**config.mk**
```make
export PLATFORM = sky130hd
export DESIGN_NAME = led_channel_blinker_flat
export DESIGN_NICKNAME = d
export VERILOG_FILES = /design/src/rtl/led_channel_blinker_if.sv /design/src/rtl/led_channel_blinker.sv /design/src/flat_wrapper.sv
export SDC_FILE = /design/constraint.sdc
export NUM_CORES = 1
export LEC_CHECK = 0
export CORE_MARGIN = 4
export CORE_UTILIZATION = 30
export DETAILED_ROUTE_END_ITERATION = 10
export DONT_BUFFER_PORTS = 1
export PLACE_DENSITY_LB_ADDON = 0.15
export RECOVER_POWER = 50
export REMOVE_ABC_BUFFERS = 1
export SYNTH_ARGS = -nofsm -noshare
export SYNTH_HDL_FRONTEND = slang
export SYNTH_SLANG_ARGS = --single-unit
```
**constraint.sdc**
```tcl
create_clock -name clk -period 8.95 [get_ports clk]
set_input_delay 1.3425 -clock clk [delete_from_list [all_inputs] [get_ports clk]]
set_output_delay 1.3425 -clock clk [all_outputs]
set_load 0.01 [all_outputs]
```
**src/rtl/led_channel_blinker_if.sv**
```systemverilog
// Configuration write bus for led_channel_blinker: valid/ready write handshake
// plus a one-cycle error pulse for writes addressed to a missing channel.
interface led_channel_blinker_if #(
  parameter int PERIOD_W = 16,
  parameter int PWM_BITS = 8
);
  logic                cfg_valid;
  logic                cfg_ready;
  logic [3:0]          cfg_chan;
  logic [1:0]          cfg_mode;
  logic [PERIOD_W-1:0] cfg_period;
  logic [PWM_BITS-1:0] cfg_duty;
  logic                cfg_err;

  modport master (
    output cfg_valid, cfg_chan, cfg_mode, cfg_period, cfg_duty,
    input  cfg_ready, cfg_err
  );

  modport slave (
    input  cfg_valid, cfg_chan, cfg_mode, cfg_period, cfg_duty,
    output cfg_ready, cfg_err
  );
endinterface

```
**src/rtl/led_channel_blinker.sv**
```systemverilog
// Multi-channel LED driver: per-channel OFF / ON / BLINK / PWM with a shared
// tick prescaler and a shared free-running PWM counter.
module led_channel_blinker #(
  parameter int CHANNELS       = 4,
  parameter int TICK_DIV       = 100_000,
  parameter int PERIOD_W       = 16,
  parameter int PWM_BITS       = 8,
  parameter int DEFAULT_PERIOD = 500
) (
  input  logic                clk,
  input  logic                reset,
  led_channel_blinker_if.slave cfg,
  output logic                tick,
  output logic [CHANNELS-1:0] led
);

  localparam int PRESC_W = (TICK_DIV > 1) ? $clog2(TICK_DIV) : 1;

  typedef enum logic [1:0] {
    MODE_OFF   = 2'd0,
    MODE_ON    = 2'd1,
    MODE_BLINK = 2'd2,
    MODE_PWM   = 2'd3
  } mode_e;

  typedef struct packed {
    mode_e               mode;
    logic [PERIOD_W-1:0] period;
    logic [PWM_BITS-1:0] duty;
    logic [PERIOD_W-1:0] cnt;
    logic                phase;
  } chan_t;

  logic [PRESC_W-1:0]  presc_q, presc_d;
  logic [PWM_BITS-1:0] pwm_cnt_q, pwm_cnt_d;
  logic                rdy_q;
  logic                err_q, err_d;
  logic [CHANNELS-1:0] led_q, led_d;
  chan_t               ch_q [CHANNELS];
  chan_t               ch_d [CHANNELS];

  logic accept;
  logic chan_ok;

  // A period of 0 behaves as 1: the counter wraps on every tick.
  function automatic logic [PERIOD_W-1:0] last_count(input logic [PERIOD_W-1:0] p);
    return (p == '0) ? '0 : p - 1'b1;
  endfunction

  assign tick          = (presc_q == PRESC_W'(TICK_DIV - 1));
  assign cfg.cfg_ready = rdy_q & ~reset;
  assign cfg.cfg_err   = err_q;
  assign led           = led_q;
  assign accept        = cfg.cfg_valid & cfg.cfg_ready;
  assign chan_ok       = int'(cfg.cfg_chan) < CHANNELS;

  always_comb begin
    presc_d   = tick ? '0 : presc_q + 1'b1;
    pwm_cnt_d = pwm_cnt_q + 1'b1;
    err_d     = accept & ~chan_ok;
    led_d     = '0;

    for (int unsigned i = 0; i < CHANNELS; i++) begin
      ch_d[i] = ch_q[i];

      unique case (ch_q[i].mode)
        MODE_OFF:   led_d[i] = 1'b0;
        MODE_ON:    led_d[i] = 1'b1;
        MODE_BLINK: led_d[i] = ch_q[i].phase;
        MODE_PWM:   led_d[i] = (pwm_cnt_q < ch_q[i].duty);
        default:    led_d[i] = 1'b0;
      endcase

      if (ch_q[i].mode != MODE_BLINK) begin
        ch_d[i].cnt = '0;
      end else if (tick) begin
        if (ch_q[i].cnt == last_count(ch_q[i].period)) begin
          ch_d[i].cnt   = '0;
          ch_d[i].phase = ~ch_q[i].phase;
        end else begin
          ch_d[i].cnt = ch_q[i].cnt + 1'b1;
        end
      end

      // A write overrides any tick-driven update on the same edge.
      if (accept && chan_ok && (cfg.cfg_chan == 4'(i))) begin
        ch_d[i].mode   = mode_e'(cfg.cfg_mode);
        ch_d[i].period = cfg.cfg_period;
        ch_d[i].duty   = cfg.cfg_duty;
        ch_d[i].cnt    = '0;
        ch_d[i].phase  = 1'b0;
      end
    end
  end

  always_ff @(posedge clk) begin
    if (reset) begin
      presc_q   <= '0;
      pwm_cnt_q <= '0;
      rdy_q     <= 1'b0;
      err_q     <= 1'b0;
      led_q     <= '0;
      for (int unsigned i = 0; i < CHANNELS; i++) begin
        ch_q[i].mode   <= MODE_OFF;
        ch_q[i].period <= PERIOD_W'(DEFAULT_PERIOD);
        ch_q[i].duty   <= '0;
        ch_q[i].cnt    <= '0;
        ch_q[i].phase  <= 1'b0;
      end
    end else begin
      presc_q   <= presc_d;
      pwm_cnt_q <= pwm_cnt_d;
      rdy_q     <= 1'b1;
      err_q     <= err_d;
      led_q     <= led_d;
      ch_q      <= ch_d;
    end
  end

endmodule

```
**src/flat_wrapper.sv**
```systemverilog
// flat-port wrapper written by rule: the top's interface ports become plain ports
module led_channel_blinker_flat 
#(
  parameter int CHANNELS       = 4,
  parameter int TICK_DIV       = 100_000,
  parameter int PERIOD_W       = 16,
  parameter int PWM_BITS       = 8,
  parameter int DEFAULT_PERIOD = 500
)
  (clk, reset, tick, led, cfg_cfg_valid, cfg_cfg_chan, cfg_cfg_mode, cfg_cfg_period, cfg_cfg_duty, cfg_cfg_ready, cfg_cfg_err);
  led_channel_blinker_if #(.PERIOD_W(PERIOD_W), .PWM_BITS(PWM_BITS)) cfg_i ();
  input  logic clk;
  input  logic reset;
  output logic tick;
  output logic [CHANNELS-1:0] led;
  input wire logic [$bits(cfg_i.cfg_valid)-1:0] cfg_cfg_valid;
  input wire logic [$bits(cfg_i.cfg_chan)-1:0] cfg_cfg_chan;
  input wire logic [$bits(cfg_i.cfg_mode)-1:0] cfg_cfg_mode;
  input wire logic [$bits(cfg_i.cfg_period)-1:0] cfg_cfg_period;
  input wire logic [$bits(cfg_i.cfg_duty)-1:0] cfg_cfg_duty;
  output wire logic [$bits(cfg_i.cfg_ready)-1:0] cfg_cfg_ready;
  output wire logic [$bits(cfg_i.cfg_err)-1:0] cfg_cfg_err;
  assign cfg_i.cfg_valid = cfg_cfg_valid;
  assign cfg_i.cfg_chan = cfg_cfg_chan;
  assign cfg_i.cfg_mode = cfg_cfg_mode;
  assign cfg_i.cfg_period = cfg_cfg_period;
  assign cfg_i.cfg_duty = cfg_cfg_duty;
  assign cfg_cfg_ready = cfg_i.cfg_ready;
  assign cfg_cfg_err = cfg_i.cfg_err;
  led_channel_blinker #(.CHANNELS(CHANNELS), .TICK_DIV(TICK_DIV), .PERIOD_W(PERIOD_W), .PWM_BITS(PWM_BITS), .DEFAULT_PERIOD(DEFAULT_PERIOD)) u_core (.clk(clk), .reset(reset), .cfg(cfg_i), .tick(tick), .led(led));
endmodule
```
---- Yosys cells after proc, flatten, opt, wreduce, memory -nomap -nowiden ----
Cells that the tools add are included.
storage, ports and cells
  memories kept ........................... 0
  bits in latches ......................... 0
  logic and storage cells ................. 117
  memory bits (writable) .................. 0
  output and inout port bits .............. 7
  register bits after elaboration ......... 203
  bits in read-only memories .............. 0
  bits of input ports ..................... 33
operators by class
  reduce and logical (&&, ||, !) cells .... 27
  mux-type cells .......................... 13
  divide/modulo/power cells ............... 0
  multiply operators ...................... 0
  shift operators ......................... 0
  add/subtract/negate cells ............... 10
  eq/ne operators ......................... 24
  bitwise operators ....................... 13
  magnitude comparators ................... 5
operators with widths
  operator                                                                count
  16-bit 2-to-1 mux                                                       8
  16-bit by 1-bit adder with 16-bit output (second input constant)        4
  16-bit equality test                                                    4
  16-bit zero test                                                        4
  16-bit by 1-bit subtractor with 16-bit output (second input constant)   4
  8-bit < comparator                                                      4
  17-bit by 1-bit adder with 17-bit output (second input constant)        1
  17-bit equality test (second input constant)                            1
  2-bit equality test (second input constant)                             8
  1-bit one-hot mux with 4 select lines                                   4
  3-bit AND reduction                                                     4
  3-bit OR reduction                                                      4
  1-bit inverter                                                          10
  2-bit OR reduction                                                      5
  8-bit by 1-bit adder with 8-bit output (second input constant)          1
  2-bit by 1-bit equality test with 1-bit output (second input constant)  4
  4-bit by 2-bit equality test with 1-bit output (second input constant)  2
  2-bit zero test                                                         4
  2-bit inequality test (second input constant)                           4
  1-bit logical AND                                                       5
  4-bit by 1-bit equality test with 1-bit output (second input constant)  1
  4-bit zero test                                                         1
  4-bit by 3-bit < comparator with 1-bit output (second input constant)   1
  1-bit AND                                                               3
  1-bit 2-to-1 mux                                                        1

---- Logic depth before layout (Yosys ltp) ----
Gate-level depths: netlist of run 1.
  depth after elaboration ................. 6
  mapped depth ............................ 12
  depth with buffers taken out ............ 10

---- Least setup slack after synthesis of run 1 ----
OpenSTA, ideal clock, no wires.
  path kind ............................... in2reg
  from .................................... input port reset
  to ...................................... register u_core.ch_q[136] (netlist name)
  data required time ...................... 8.880 ns
  arrival time ............................ 3.099 ns
  path buffers ............................ 2
  slack ................................... 5.781 ns
  cell stages on the path ................. 9
  library setup time ...................... 0.070 ns
  cell sequence ........................... nor2b_1 nand2_1 nor4_1 nor2b_1 clkbuf_1 nor4b_1 clkbuf_1 nand2_1 a21oi_1
between the ends
  longest elaborated chain between the ends .. 6
ends and longest elaborated chain
  element                           RTL line                    text
  start, declared                   flat_wrapper.sv:13          input logic reset;
  1-bit inverter                    led_channel_blinker.sv:51   assign cfg.cfg_ready = rdy_q & ~reset;
  1-bit AND                         led_channel_blinker.sv:51
  1-bit AND                         led_channel_blinker.sv:54   assign accept = cfg.cfg_valid & cfg.cfg_ready;
  1-bit logical AND (2 in series)   led_channel_blinker.sv:86   if (accept && chan_ok && (cfg.cfg_chan == 4'(i))) begin
  3-bit OR reduction (no line) (*)  --
  end signal, assigned              led_channel_blinker.sv:116  ch_q <= ch_d;
  end, declared                     led_channel_blinker.sv:39   chan_t ch_q [CHANNELS];
Every way passes the cells marked *; elsewhere a longest branch is shown, timed or not.
A chain may end at the register's enable or synchronous reset.

---- Worst setup path after layout of run 1 ----
  from .................................... input port reset
  to ...................................... register u_core.ch_q[95] (netlist name)
Same word-level chain as after synthesis.

==> run metrics, run 1 <==
run status=complete, but fails checks; failing checks=max-capacitance violations, max-slew violations; clk sinks=~200; first-pass GRT wire length=about 55000 microns; Rel. slew slack=-3.97%; post-CTS resize count=0; filler instances=4024; CTS tree=built; hold wc startpoint=u_core.ch_q[149]; Critical path buffers and inverters=1; Synth top area share=between 30% and 40%; flops & latches, synth=203; cell count after synthesis=1491; DR pass1 iterations=5; largest net degree at the start of global routing=about 110; P&R area growth vs syn=10.8%; crit path DAT=4220 ps; final-report setup violation count=0; critical path, cell by cell=nor2b_1, nand2_1, nor4_1, and2_0, clkbuf_1, nor4b_1, o21ai_2, nor2_1; Max Cap Viol=1; VDD IR max=0.000115 V; htree depth=1; Tightest Pin Transition=1560 ps; critical path type=in2reg; dpl hpwl=24100 microns; vias in the first global route=9611; worst hold slack=447 ps; CTS Hold Bufs=0; 1st-iter DRT viols=between 500 and 600; row count=slightly above 70; Post-synth EDFFs=0; Via-to-Cell Ratio=5.07; DRC viols=0; port bufs=0; slowest CP cell=clkbuf_1; fin. max-slew vios=27; Max Root-Sink Buffers=3; vias=10016; Final #Nets=1517; layout cells sized above 1=approximately 5.3%; Core Region=0.0378 sq mm; Area contributors post-synth=dfxtp_1 (35%), nand2_1 (9.3%), xnor2_1 (5.9%); total inserted antenna cells=0; Worst Skew=15.9 ps; required time of the worst setup path=9330 ps; initial antenna violation count=0; startpoint types=input pin; CP peak stage delay=1040 ps; final global-route overflow total=0; DRT Wirelength=34100 microns; sequential cell area fraction in the yosys report=35.3%; f_max=261 MHz; hold crit path type=reg2reg; CTS buffer count=26; WL/cell=~17 microns; Die Area=0.0416 sq mm; GRT Overall Usage=between 10% and 20%; Warnings, synthesis=0; Die Span Y=204 microns; TNS Setup=0 ps; FF-to-FF Start=u_core.ch_q[111]; Hold Vio Cnt, Final=0; synthesized area=0.0115 sq mm; gpl congestion=0.841; Synth Flop Type=dfxtp_1; commonest non-fill, non-tap cells in the layout=nand2_1 (285), dfxtp_1 (203), a21oi_1 (116); Yosys cell types=86; clock transition at the registers of the reported paths=50 ps; PD cells=roughly 160 mW/mm^2; RSZ-0062 raised after global routing=no; P_leak=about 4.2 nW; clk_lat worst skew=540 ps; Chip Width=204 microns; Post-DRT Antenna Nets=0; worst setup path startpoint=reset; min Tclk post-route=3840 ps; most common cell after layout, fill and taps aside=nand2_1; CP Capture Type=flip-flop; ys async rst share=0%; Ports=40; core occupancy in the finished layout=33.8%; Mapped Avg Cell Area=7.73 sq um; largest delay contributor family on the critical path=simple AND/OR/NAND/NOR gates; largest area contributor in the netlist=dfxtp_1; crit share post-route=between 40% and 50%; Post-CTS Setup Bufs=0; Root Driver=clkbuf_16; Starting Density=30.5%; crit path max fanout=about 110
## cell usage after synthesis, types with 5 or more instances
cell type,count
or3_1,10
nand3_1,80
buf_2,6
inv_1,54
buf_1,7
clkbuf_1,68
ha_1,38
dfxtp_1,203
nand3b_1,6
a21oi_1,116
nor2_1,98
nor2b_1,9
nand2_1,285
nor4_1,35
o21ai_0,29
nand2b_1,9
and3_1,22
nand4_1,29
a311oi_1,5
a31oi_1,5
mux2i_1,12
xor2_1,68
or2_2,5
o211ai_1,8
xnor2_1,77
nor3_1,66
nor4b_1,8
a21o_1,17
and4_1,7
or4_1,11
## area by class of cell
type                       count  area (sq um)  area share [%]
inverter                      54           203            1.59
clock buffer                  39           781            6.11
clock inverter                 9          75.1           0.588
sequential                   203          4060            31.8
tap                          511           639            5.01
timing repair buffer          12          78.8           0.617
multi-input combinational   1149          6930            54.3
## state kept, by name, summed over array words and instances (netlist names)
| name | cells |
|---|---|
| u_core.ch_q | 172 |
| u_core.presc_q | 17 |
| u_core.cfg.cfg_err | 1 |
| u_core.rdy_q | 1 |
| u_core.pwm_cnt_q | 8 |
| u_core.led | 4 |
## report_power, final
group,leakage [nW],internal (mW),total [mW],switching (mW)
sequential,1.64,0.909,0.917,0.00791
clock,0.421,0.628,1.04,0.409
combinational,2.13,0.0203,0.0411,0.0208
## cells by family after synthesis
kind of cell	count (synthesis)	share of synthesized area (%)
buf+inv	139	4.73
fa+ha+maj	38	4.13
flops	203	35.3
simple gates	710	30.1
mux	13	1.14
xor+xnor	147	11.4
compound gates	241	13.2
## worst paths after layout
kind                            depth (start not counted)               end  slack, ps
worst min-delay path                                    2  u_core.ch_q[149]        450
worst min register to register                          2  u_core.ch_q[149]        450
worst max register to register                         10   u_core.ch_q[95]       5320
worst max-delay path                                    8   u_core.ch_q[95]       5110
## routing by layer
layer  vias to the layer above  track usage [%]  routed length (microns)
met3                        54             2.86                     1610
li1                       5122                -                        -
met1                      4676             22.3                    16100
met2                       164             25.9                    15400
met4                         0             4.59                      957
met5                         -                0                        0
## tightest hold or removal path: stages, from the launching register on
cell     delay [ps]
dfxtp_1         300
nand2_1          50
a21oi_1          50
## through the flow
step | std cells | instance area (sq um) | total power [mW] | setup WS, ps
6_report | 1977 | 12800 | 2.00 | 5110
4_1_cts | 1977 | 12800 | 2.03 | 5030
5_1_grt | 1977 | 12800 | 2.07 | 4830
3_5_place_dp | 1929 | 11900 | 0.979 | 5350
2_1_floorplan | 1406 | 11200 | 0.966 | 5080
3_3_place_gp | 1929 | 11900 | 0.978 | 5420
Power figures use the tool's default switching activity.
==> run 2, diff against run 1 <==
Clock period 8.95 ns to 3.5 ns, I/O delays scaled along.
==> run 2 against run 1 <==
Effect of this change: the flow still finishes with violations (max-capacitance violations, max-slew violations); final area up 1.5%; critical endpoint is now u_core.ch_q[86]; final cell count up 1.2%; largest power group unchanged; worst setup slack worse by 4900 ps; die area unchanged; hold slack worse by 390 ps; first-iteration DRC count up 5.7%.
==> run metrics, run 2 (synthesis results as in run 1) <==
sw frac=21.7% (-0.29 points); Root Driver=clkbuf_16; commonest non-fill, non-tap cells in the layout=nand2_1 (285), dfxtp_1 (203), a21oi_1 (116); crit share post-route=92.6%; Chip Width=204 microns (unchanged); Die Area=0.0416 sq mm (unchanged); clock transition at the registers of the reported paths=60 ps (about the same); Starting Density=30.5% (unchanged); VDD IR max=0.000300 V (+160%); clk_lat worst skew=540 ps (about the same); CTS tree=built; DRC viols=0 (unchanged); GRT Overall Usage=16.3% (+0.15 points); htree depth=1 (unchanged); layout cells sized above 1=6.72% (+1.5 points); final-report setup violation count=0 (unchanged); 1st-iter DRT viols=590 (+5.7%); filler instances=4012 (-0.30%); required time of the worst setup path=3950 ps (-5380 ps); clk sinks=203 (unchanged); port bufs=0 (unchanged); P&R area growth vs syn=12.4%; P_leak=4.31 nW (+2.9%); Ports=40 (unchanged); r2r worst-path depth=10 (unchanged); sequential power share=45.5% (-0.4 points); Max Cap Viol=1 (unchanged); Post-DRT Antenna Nets=0 (unchanged); post-layout power=5.15 mW (+160%); Rel. slew slack=-20.4% (-16 points); vias=10154 (+1.4%); critical path, cell by cell=inv_1, ha_1, or3b_4, or4b_4, nor4_4, a2111oi_1, a2111oi_4, nand4_2, or3_1, a211oi_1; Die Span Y=204 microns (unchanged); largest registers=u_core.ch_q (172), u_core.presc_q (17), u_core.pwm_cnt_q (8); f_max=309 MHz; failing checks=max-capacitance violations, max-slew violations; critical path type=reg2reg; dpl hpwl=24500 microns (+1.8%); CTS buffer count=26 (unchanged); register area=0.00406 sq mm (unchanged); hold depth=1 (-1); most common cell after layout, fill and taps aside=nand2_1; startpoint types=flip-flop; row count=71 (unchanged); DRT Wirelength=34500 microns (+1.1%); Multi-input gate area=0.00693 sq mm (about the same); hold crit path type=in2reg; crit path max fanout=8 (-92%); Logic pwr share=2.2% (about the same); switching power total=1.12 mW (+150%); fin. max-slew vios=27 (unchanged); core occupancy in the finished layout=34.3% (+0.50 points); final global-route overflow total=0 (unchanged); CP Capture Type=flip-flop; Via-to-Cell Ratio=5.08 (+0.21%); Post-CTS Setup Bufs=0 (unchanged); min Tclk post-route=3240 ps; number of flip-flops in the largest register=172 (unchanged); first-pass GRT wire length=55300 microns (+1.3%); Clock power frac=52.3% (+0.3 points); DR pass1 iterations=4 (-1); vias in the first global route=9727 (+1.2%); Hold Vio Cnt, Final=0 (unchanged); Power Internal=4.04 mW (+160%); initial antenna violation count=0 (unchanged); total inserted antenna cells=0 (unchanged); post-CTS resize count=0 (unchanged); Core Region=0.0378 sq mm (unchanged); WL/cell=17.2 microns (about the same); slowest CP cell=or4b_4; crit path DAT=3690 ps (-530 ps); largest net degree at the start of global routing=106 (unchanged); Final #Nets=1541 (+1.6%); CP peak stage delay=630 ps (-410 ps); Largest Register=u_core.ch_q; RSZ-0062 raised after global routing=no; Worst Skew=15.0 ps (-0.940 ps); run status=complete, but fails checks; PD cells=398 mW/mm^2 (+150%); Tightest Pin Transition=1810 ps (+247 ps); CTS Hold Bufs=0 (unchanged); gpl congestion=0.838 (-0.35%); Max Root-Sink Buffers=3 (unchanged)
==> run 2: final timing paths <==
kind,startpoint,endpoint,slack (ps)
min,reset,u_core.ch_q[170],60
max reg2reg,u_core.ch_q[112],u_core.ch_q[86],260
max,u_core.ch_q[112],u_core.ch_q[86],260
min reg2reg,u_core.ch_q[63],u_core.ch_q[63],450
==> run 2: layer usage <==
metal	track usage, %	vias up	part of all wire, %
met5	0	-	0
met4	3.45	0	1.9
met3	3.05	42	4.5
met2	27.1	175	46
met1	22.1	4778	48
li1	-	5159	-
==> run 2: cell type report <==
cell class	count	share of cell area (%)
repair buffers	36	1.95
clock inverters	9	0.782
well taps	511	4.93
clock buffers	38	5.92
flip-flops and latches	203	31.4
inverters	54	1.56
multi-input cells	1149	53.5
==> run 2: stage by stage <==
| stage | std cells | hold WS, ps | setup WS, ps | setup TNS, ps | instance area, sq um |
|---|---|---|---|---|---|
| global placement | 1953 | 437 | 286 | 0 | 12100 |
| finish | 2000 | 56.0 | 259 | 0 | 13000 |
| detailed placement | 1953 | 440 | 214 | 0 | 12100 |
| global route | 2000 | 30.0 | 9.07 | 0 | 13000 |
| floorplan | 1406 | 430 | -0.781 | -11.7 | 11200 |
| CTS | 2000 | 30.7 | 193 | 0 | 13000 |
==> run 2: critical path, delay by kind of cell, from the launching register on <==
family	cells	cell delay, ps
AND/OR/NAND/NOR	5	1860
AO/OA/AOI/OAI	3	700
flip-flops	1	340
adder cells (fa/ha/maj)	1	170
buffers and inverters	1	70
==> run 2: power by group through the flow <==
stage               Clock [mW]  Sequential [mW]  Combinational (mW)
finish                    2.70             2.34               0.113
global route              2.88             2.34               0.128
CTS                       2.78             2.34               0.116
detailed placement           0             2.39               0.115
global placement             0             2.39               0.115
floorplan                    0             2.39              0.0846
